## src/rtl/ped_req_ctrl_if.sv

```systemverilog
// Pedestrian request controller signal bundle.
// The master side drives the button and red-phase inputs; the slave side is the controller.
interface ped_req_ctrl_if;
    logic ped_btn;
    logic led_red;
    logic ped_req;
    logic walk;
    logic dont_walk;

    modport master (output ped_btn, led_red, input ped_req, walk, dont_walk);
    modport slave  (input ped_btn, led_red, output ped_req, walk, dont_walk);
endinterface

```

## src/rtl/ped_req_ctrl.sv

```systemverilog
// Pedestrian request controller: synchronizes and debounces the button, raises a request,
// and runs a walk / flashing-clearance sequence aligned to the start of a red phase.
module ped_req_ctrl #(
    parameter int DEB_COUNT   = 1_000_000,
    parameter int WALK_COUNT  = 250_000_000,
    parameter int CLEAR_COUNT = 150_000_000,
    parameter int FLASH_COUNT = 12_500_000
) (
    input  logic          clk,
    input  logic          rst,
    ped_req_ctrl_if.slave bus
);
    localparam int PMAX = (WALK_COUNT > CLEAR_COUNT) ? WALK_COUNT : CLEAR_COUNT;
    localparam int DW   = $clog2(DEB_COUNT + 1);
    localparam int PW   = $clog2(PMAX + 1);
    localparam int FW   = $clog2(FLASH_COUNT + 1);

    typedef enum logic [1:0] {IDLE, PENDING, WALK, CLEAR} state_t;

    state_t        state, next_state;
    logic          sync1, sync2, deb, deb_d, red_d;
    logic [DW-1:0] deb_cnt;
    logic [PW-1:0] phase_cnt;
    logic [FW-1:0] flash_cnt;
    logic          ped_req_q, walk_q, dont_walk_q;
    logic          ped_req_n, walk_n, dont_walk_n;
    logic          press, red_onset;

    // Input conditioning: synchronizer, debounce, edge detectors.
    always_ff @(posedge clk or posedge rst) begin
        if (rst) begin
            sync1   <= 1'b0;
            sync2   <= 1'b0;
            deb     <= 1'b0;
            deb_d   <= 1'b0;
            red_d   <= 1'b0;
            deb_cnt <= '0;
        end else begin
            sync1 <= bus.ped_btn;
            sync2 <= sync1;
            deb_d <= deb;
            red_d <= bus.led_red;
            if (sync2 == deb) begin
                deb_cnt <= '0;
            end else if (deb_cnt == DW'(DEB_COUNT - 1)) begin
                deb     <= sync2;
                deb_cnt <= '0;
            end else begin
                deb_cnt <= deb_cnt + DW'(1);
            end
        end
    end

    assign press     = deb & ~deb_d;
    assign red_onset = bus.led_red & ~red_d;

    // State register; outputs are registered from the next-state decode so they come from flops.
    always_ff @(posedge clk or posedge rst) begin
        if (rst) begin
            state       <= IDLE;
            phase_cnt   <= '0;
            flash_cnt   <= '0;
            ped_req_q   <= 1'b0;
            walk_q      <= 1'b0;
            dont_walk_q <= 1'b1;
        end else begin
            state       <= next_state;
            ped_req_q   <= ped_req_n;
            walk_q      <= walk_n;
            dont_walk_q <= dont_walk_n;
            if (next_state != state) begin
                phase_cnt <= '0;
                flash_cnt <= '0;
            end else begin
                if (phase_cnt != '1)
                    phase_cnt <= phase_cnt + PW'(1);
                if (flash_cnt == FW'(FLASH_COUNT - 1))
                    flash_cnt <= '0;
                else
                    flash_cnt <= flash_cnt + FW'(1);
            end
        end
    end

    // Losing red during walk or clearance aborts ahead of any timeout.
    always_comb begin
        next_state = state;
        case (state)
            IDLE:    if (press) next_state = PENDING;
            PENDING: if (red_onset) next_state = WALK;
            WALK: begin
                if (!bus.led_red)
                    next_state = IDLE;
                else if (phase_cnt == PW'(WALK_COUNT - 1))
                    next_state = CLEAR;
            end
            CLEAR: begin
                if (!bus.led_red)
                    next_state = IDLE;
                else if (phase_cnt == PW'(CLEAR_COUNT - 1))
                    next_state = IDLE;
            end
            default: next_state = IDLE;
        endcase
    end

    always_comb begin
        ped_req_n   = (next_state == PENDING);
        walk_n      = (next_state == WALK);
        dont_walk_n = 1'b1;
        case (next_state)
            WALK:  dont_walk_n = 1'b0;
            CLEAR: begin
                if (state != CLEAR)
                    dont_walk_n = 1'b1;
                else if (flash_cnt == FW'(FLASH_COUNT - 1))
                    dont_walk_n = ~dont_walk_q;
                else
                    dont_walk_n = dont_walk_q;
            end
            default: dont_walk_n = 1'b1;
        endcase
    end

    assign bus.ped_req   = ped_req_q;
    assign bus.walk      = walk_q;
    assign bus.dont_walk = dont_walk_q;
endmodule

```

## src/flat_wrapper.sv

```systemverilog
// flat-port wrapper written by rule: the top's interface ports become plain ports
module ped_req_ctrl_flat 
#(
    parameter int DEB_COUNT   = 1_000_000,
    parameter int WALK_COUNT  = 250_000_000,
    parameter int CLEAR_COUNT = 150_000_000,
    parameter int FLASH_COUNT = 12_500_000
)
  (clk, rst, bus_ped_btn, bus_led_red, bus_ped_req, bus_walk, bus_dont_walk);
  ped_req_ctrl_if bus_i ();
  input  logic clk;
  input  logic rst;
  input wire logic [$bits(bus_i.ped_btn)-1:0] bus_ped_btn;
  input wire logic [$bits(bus_i.led_red)-1:0] bus_led_red;
  output wire logic [$bits(bus_i.ped_req)-1:0] bus_ped_req;
  output wire logic [$bits(bus_i.walk)-1:0] bus_walk;
  output wire logic [$bits(bus_i.dont_walk)-1:0] bus_dont_walk;
  assign bus_i.ped_btn = bus_ped_btn;
  assign bus_i.led_red = bus_led_red;
  assign bus_ped_req = bus_i.ped_req;
  assign bus_walk = bus_i.walk;
  assign bus_dont_walk = bus_i.dont_walk;
  ped_req_ctrl #(.DEB_COUNT(DEB_COUNT), .WALK_COUNT(WALK_COUNT), .CLEAR_COUNT(CLEAR_COUNT), .FLASH_COUNT(FLASH_COUNT)) u_core (.clk(clk), .rst(rst), .bus(bus_i));
endmodule
```

## config.mk

```make
export PLATFORM = sky130hd
export DESIGN_NAME = ped_req_ctrl_flat
export DESIGN_NICKNAME = d
export VERILOG_FILES = /design/src/rtl/ped_req_ctrl_if.sv /design/src/rtl/ped_req_ctrl.sv /design/src/flat_wrapper.sv
export SDC_FILE = /design/constraint.sdc
export NUM_CORES = 1
export LEC_CHECK = 0
export CAP_MARGIN = 25
export CORE_UTILIZATION = 60
export CTS_BUF_LIST = sky130_fd_sc_hd__clkbuf_16
export CTS_CLUSTER_SIZE = 16
export DETAILED_ROUTE_END_ITERATION = 8
export MAX_ROUTING_LAYER = met4
export PLACE_DENSITY = 0.81
export SYNTH_ARGS = -nofsm -noshare
export SYNTH_HDL_FRONTEND = slang
export SYNTH_SLANG_ARGS = --single-unit
```

## constraint.sdc

```tcl
create_clock -name clk -period 5.5 [get_ports clk]
set_input_delay 1.1 -clock clk [delete_from_list [all_inputs] [get_ports clk]]
set_output_delay 1.1 -clock clk [all_outputs]
set_load 0.005 [all_outputs]
```

# After elaboration in Yosys (flattened, before gate mapping)
# Index checks and enable logic that the tools add are counted.
[totals]
inputBits = 4
regBits = 82
output_inout_bits = 3
[classes]
reduce_logical = 3
eq_ne = 15
n_addsub = 3
mux = 16
n_bitwise = 6
[op_table]
columns = ["op", "count"]
rows = [
  ["28-bit equality test, second input constant", 2],
  ["28-bit two-way mux", 2],
  ["24-bit two-way mux", 2],
  ["20-bit two-way mux", 2],
  ["28-bit by 1-bit adder with 28-bit output, second input constant", 1],
  ["28-bit != test, second input constant", 1],
  ["24-bit by 1-bit adder with 24-bit output, second input constant", 1],
  ["24-bit equality test, second input constant", 1],
  ["20-bit by 1-bit adder with 20-bit output, second input constant", 1],
  ["20-bit equality test, second input constant", 1],
  ["2-bit two-way mux", 6],
  ["2-bit equality test, second input constant", 4],
  ["2-bit one-hot mux with 4 select lines", 1],
  ["2-bit by 1-bit equality test with 1-bit output, second input constant", 2],
  ["1-bit NOT", 4],
  ["3-bit by 1-bit != test with 1-bit output, second input constant", 1],
  ["1-bit bitwise AND", 2],
  ["2-bit logical NOT", 1],
  ["1-bit two-way mux", 2],
  ["2-bit != test", 1],
  ["2-bit != test, second input constant", 1],
  ["1-bit one-hot mux with 2 select lines", 1],
  ["2-bit AND reduction", 1],
  ["2-bit nonzero test", 1],
  ["1-bit equality test", 1],
]

# Logic depth before layout (Yosys ltp)
[depth]
ltp_word = 6
mapped_depth = 7
mapped_depth_nobuf = 6

# Worst setup path after synthesis
# Ideal clock, no wire load.
[synth_path]
kind = "register -> register"
startpoint = "register u_core.phase_cnt[0]"
endpoint = "register u_core.phase_cnt[24]"
setup_ns = 0.087
n_path_buf = 1
stages_incl_launch_ff = 8
path_slack_ns = 3.120
arrival_ns = 2.293
cell_sequence = "dfrtp_1 > ha_1 > nand3_2 > or4_1 > buf_2 > or3_4 > or3_1 > a211oi_2"
[synth_between]
elab_chain_cells = 6
word_cells_on_any_way = 13
cone_classes = "add/sub (1); eq/ne (4); mux (7); reduce/logical (1)"
[synth_rtl]
columns = ["element", "line", "text"]
rows = [
  ["start: declaration", "ped_req_ctrl.sv:23", "logic [PW-1:0] phase_cnt;"],
  ["start signal: assignment", "ped_req_ctrl.sv:76", "phase_cnt <= phase_cnt + PW'(1);"],
  ["parallel branches: the longest is 6 deep, another holds 28-bit by 1-bit adder with 28-bit output", "n/a", ""],
]
# Parallel ways; which one is timed is not known. The select of a mux whose other input is x is not followed.
# A chain may end at the register's enable or synchronous reset.

# Worst setup path in the final report
[layout_path]
startpoint = "input bus_led_red"
endpoint = "register u_core.flash_cnt[5]"
[layout_between]
elab_chain_cells = 5
word_cells_on_any_way = 7
cone_classes = "eq/ne (1); mux (5); bitwise (1)"
[layout_rtl]
columns = ["element", "line", "text"]
rows = [
  ["start: declaration", "flat_wrapper.sv:14", "input wire logic [$bits(bus_i.led_red)-1:0] bus_led_red;"],
  ["1-bit bitwise AND", "ped_req_ctrl.sv:55", "assign red_onset = bus.led_red & ~red_d;"],
  ["2-bit two-way mux", "ped_req_ctrl.sv:90", "PENDING: if (red_onset) next_state = WALK;"],
  ["2-bit one-hot mux with 4 select lines (*)", "ped_req_ctrl.sv:88", "case (state)"],
  ["2-bit != test (*)", "ped_req_ctrl.sv:71", "if (next_state != state) begin"],
  ["24-bit two-way mux (*)", "ped_req_ctrl.sv:71", ""],
  ["end signal: assignment", "ped_req_ctrl.sv:80", "flash_cnt <= flash_cnt + FW'(1);"],
  ["end: declaration", "ped_req_ctrl.sv:24", "logic [FW-1:0] flash_cnt;"],
]
# Mark *: on every way between the ends. The rest lies on a longest branch, timed or not.

==> results.json <==
{
  "final_area_sq_um": 4730,
  "cts_tree": "done",
  "period_share_pct": 59.5,
  "switching_power_mw": 0.378,
  "combPwrFrac_pct": 9.3,
  "hold_violations": 0,
  "grt_pass1_wl_um": 15000,
  "htreeDepth": 3,
  "clock.fmax_mhz": 305,
  "ys_ff_latch": 82,
  "ys_seq_area_share_pct": 47.9,
  "placed_cell_area_sq_um": 4440,
  "seq_power_share_pct": 50.8,
  "synthSimpleGateAreaFrac_pct": 29.4,
  "p_sw_share_pct": 26.2,
  "cp_slowest_cell": "clkdlybuf4s50_1",
  "worst_r2r_startpoint": "u_core.phase_cnt[16]$_DFFE_PP0P_",
  "min_period_ns": 3.27,
  "cts_buffers": 9,
  "synth_edf_count": 0,
  "drive_above_1_share_pct": 8.53,
  "path_clk_slew_ns": 0.06,
  "cts-root-buf": "clkbuf_16",
  "r2r_slack_ns": 2.32,
  "setup_tns_ns": 0,
  "drc": 0,
  "fin_skew_ns": 0.0104,
  "syn2layout_area_growth_pct": 10.3,
  "ios": 7,
  "antenna_found_initial": 0,
  "synth_compound_area_share_pct": 8.88,
  "syn-cell-area_sq_um": 4280,
  "grtUsageMet1_pct": 35.5,
  "rows": 30,
  "cts.path.max_buffers": 2,
  "grt_pass1_vias": 3170,
  "top_usage_layer": "met2",
  "postRouteAntennaNets": 0,
  "clock_sinks": 82,
  "register_area_sq_um": 2050,
  "wl_per_cell_um": 15.5,
  "crit_buf_inv": 2,
  "start_kind": "input pin",
  "setup_viol": 0,
  "multi_input_area_sq_um": 2120,
  "grt_use_met2_pct": 40.4,
  "diodes": 0,
  "clock_power_share_pct": 39.8,
  "min_from": "u_core.sync1$_DFF_PP0_",
  "dieArea_sq_um": 7480,
  "worst_ir_drop_vdd_mv": 0.243,
  "final_nets": 459,
  "grt.total_usage_pct": 26.5,
  "die_w_um": 86.5,
  "port_buffers": 6,
  "worstSetupPathType": "input pin to flip-flop",
  "die_y_um": 86.5,
  "first_pass_iters": 5,
  "worst_hold_path_type": "flip-flop to flip-flop",
  "initial_core_util_pct": 62.7,
  "gp_congestion": 0.865,
  "syn-num-nets": 453,
  "fill_cells": 514,
  "dr.first_iter.drc_count": 228,
  "synth_flop_cell": "dfrtp_1",
  "whs_path_depth": 0,
  "synth_top_family_by_area": "simple AND/OR/NAND/NOR gates",
  "worstMarginPinSlew_ns": 0.916,
  "cts.repair.resized": 0,
  "dpl.hpwl_um": 5760,
  "grt_start_max_net_pins": 69,
  "async_flop_share_pct": 100,
  "crit_arrival_ns": 3.46,
  "synthXorXnorAreaFrac_pct": 9.61,
  "whs_endpoint": "u_core.sync2$_DFF_PP0_",
  "netlist-cell-type-count": 52,
  "critPathTopFamily": "buffers and inverters",
  "rsz0062_at_grt": "no",
  "r2r-end": "u_core.flash_cnt[5]$_DFF_PP0_",
  "cp_max_fo": 32,
  "post_cts_buffers": 0,
  "cp.depth": 7,
  "worstPathCellList": "clkdlybuf4s50_1, nand4b_1, nor4_1, nand4_1, a21oi_4, buf_4, nor3_1",
  "yosys.area_share.adder_pct": 0.876,
  "internal-power_mw": 1.06,
  "endpoint_kind": "flip-flop",
  "required_ns": 5.68,
  "grtUsageMet3_pct": 3.62,
  "num_vias": 3400,
  "rr_worst_depth": 6,
  "clk_latency_ns": 0.33,
  "ys_warn_count": 0,
  "slew_viol_final": 0,
  "maxCapViolations": 0,
  "synth_area_per_cell_sq_um": 9.61,
  "via_per_inst": 6.15,
  "cts_hold_buf": 0,
  "p_leak_nw": 1.81,
  "relSlewSlack_pct": 38.0,
  "status": "completed",
  "core-area_sq_um": 6830,
  "syn_inst": 446,
  "grt_overflow": 0,
  "drt_wl_total_um": 8580,
  "power.density_nw_per_um2": 305,
  "hold_slack_ns": 0.378,
  "synthMuxAreaShare_pct": 0.496,
  "crit_path_max_incr_delay_ns": 0.58
}
## flip-flops by register name, indices dropped and copies added (netlist names)
register              flops
u_core.bus.walk           1
u_core.deb_d              1
u_core.sync2              1
u_core.deb_cnt           20
u_core.bus.ped_req        1
u_core.phase_cnt         28
u_core.flash_cnt         24
u_core.state              2
u_core.sync1              1
u_core.deb                1
u_core.bus.dont_walk      1
u_core.red_d              1
## layer usage
metal,up-vias,routed length [um]
li1,1656,-
met1,1646,4000
met2,83,4120
met3,15,280
met4,0,183
met5,-,0
## synthesized netlist by cell type (4+ instances only)
cell type	instances	area, sq um
nand4_1	11	68.8
inv_1	13	48.8
nor4_1	15	93.8
xor2_1	14	123
buf_2	10	50.1
dfrtp_1	81	2030
or2_2	4	25.0
nor4b_1	4	35.0
xnor2_1	33	289
nand3_1	31	155
and4_1	8	70.1
o21ai_0	14	70.1
nor2_1	37	139
or3_1	11	68.8
clkbuf_1	6	22.5
a211oi_1	17	128
nand2_1	26	97.6
nor3_1	44	220
o31ai_1	5	37.5
and3_1	9	56.3
or4_1	6	45.0
## area by class of cell
| class | instances | share of cell area (%) |
|---|---|---|
| Inverter | 13 | 1.06 |
| Clock inverter | 7 | 1.35 |
| Multi-Input combinational cell | 335 | 44.8 |
| Clock buffer | 9 | 4.76 |
| Timing Repair Buffer | 11 | 2.06 |
| Sequential cell | 82 | 43.4 |
| Tap cell | 96 | 2.54 |
## cell usage in the layout, fill, tap and decap left out, types with 8 or more instances in the layout
cell type,count
or3_1,11
a211oi_1,17
clkbuf_16,9
nand3_1,31
xor2_1,14
and4_1,8
o21ai_0,14
and3_1,9
nand4_1,11
nor3_1,44
nor4_1,15
xnor2_1,33
inv_1,14
nor2_1,37
dfrtp_1,81
nand2_1,26
## power groups by stage
stage	registers [mW]	logic, mW	clock network (mW)
global placement	0.734	0.126	0
global route	0.741	0.157	0.609
CTS	0.729	0.138	0.583
floorplan	0.720	0.109	0
detailed placement	0.739	0.135	0
finish	0.733	0.135	0.574
## how the worst max path moves through the flow
stage                     slack [ns]                               end         from
after global placement          2.04    u_core.flash_cnt[13]$_DFF_PP0_  bus_led_red
after detailed placement        1.96     u_core.flash_cnt[5]$_DFF_PP0_  bus_led_red
after floorplan                 2.29      u_core.bus.ped_req$_DFF_PP0_          rst
after global routing            1.97  u_core.phase_cnt[20]$_DFFE_PP0P_  bus_led_red
final                           2.23     u_core.flash_cnt[5]$_DFF_PP0_  bus_led_red
after CTS                       2.21     u_core.flash_cnt[5]$_DFF_PP0_  bus_led_red
## metrics by stage
| step | utilization, % | cells | power (mW) | setup slack, ns |
|---|---|---|---|---|
| finish | 69.2 | 553 | 1.44 | 2.23 |
| global route | 69.2 | 553 | 1.51 | 1.97 |
| CTS | 69.2 | 553 | 1.45 | 2.21 |
| detailed placement | 65.0 | 537 | 0.875 | 1.96 |
| global placement | 64.9 | 536 | 0.860 | 2.04 |
| floorplan | - | 446 | 0.830 | 2.29 |
## logic make-up (layout without fill, tap and decap cells)
kind of cell               after synthesis  after routing
and+or+nand+nor                        228            228
muxes                                    2              2
buffers and inverters                   29             40
adders and majority gates                3              3
xor gates and xnor gates                47             47
DFF                                     82             82
AOI/OAI and AO/OA                       55             55
## worst register-to-register path, stage by stage, from the launching register on
cell	delay, ns
dfrtp_1	0.46
or3b_2	0.46
nor4_1	0.63
nand4_1	0.36
a21oi_4	0.58
buf_4	0.44
nor3_1	0.11
No activity file was read; power rests on OpenSTA's default activity.
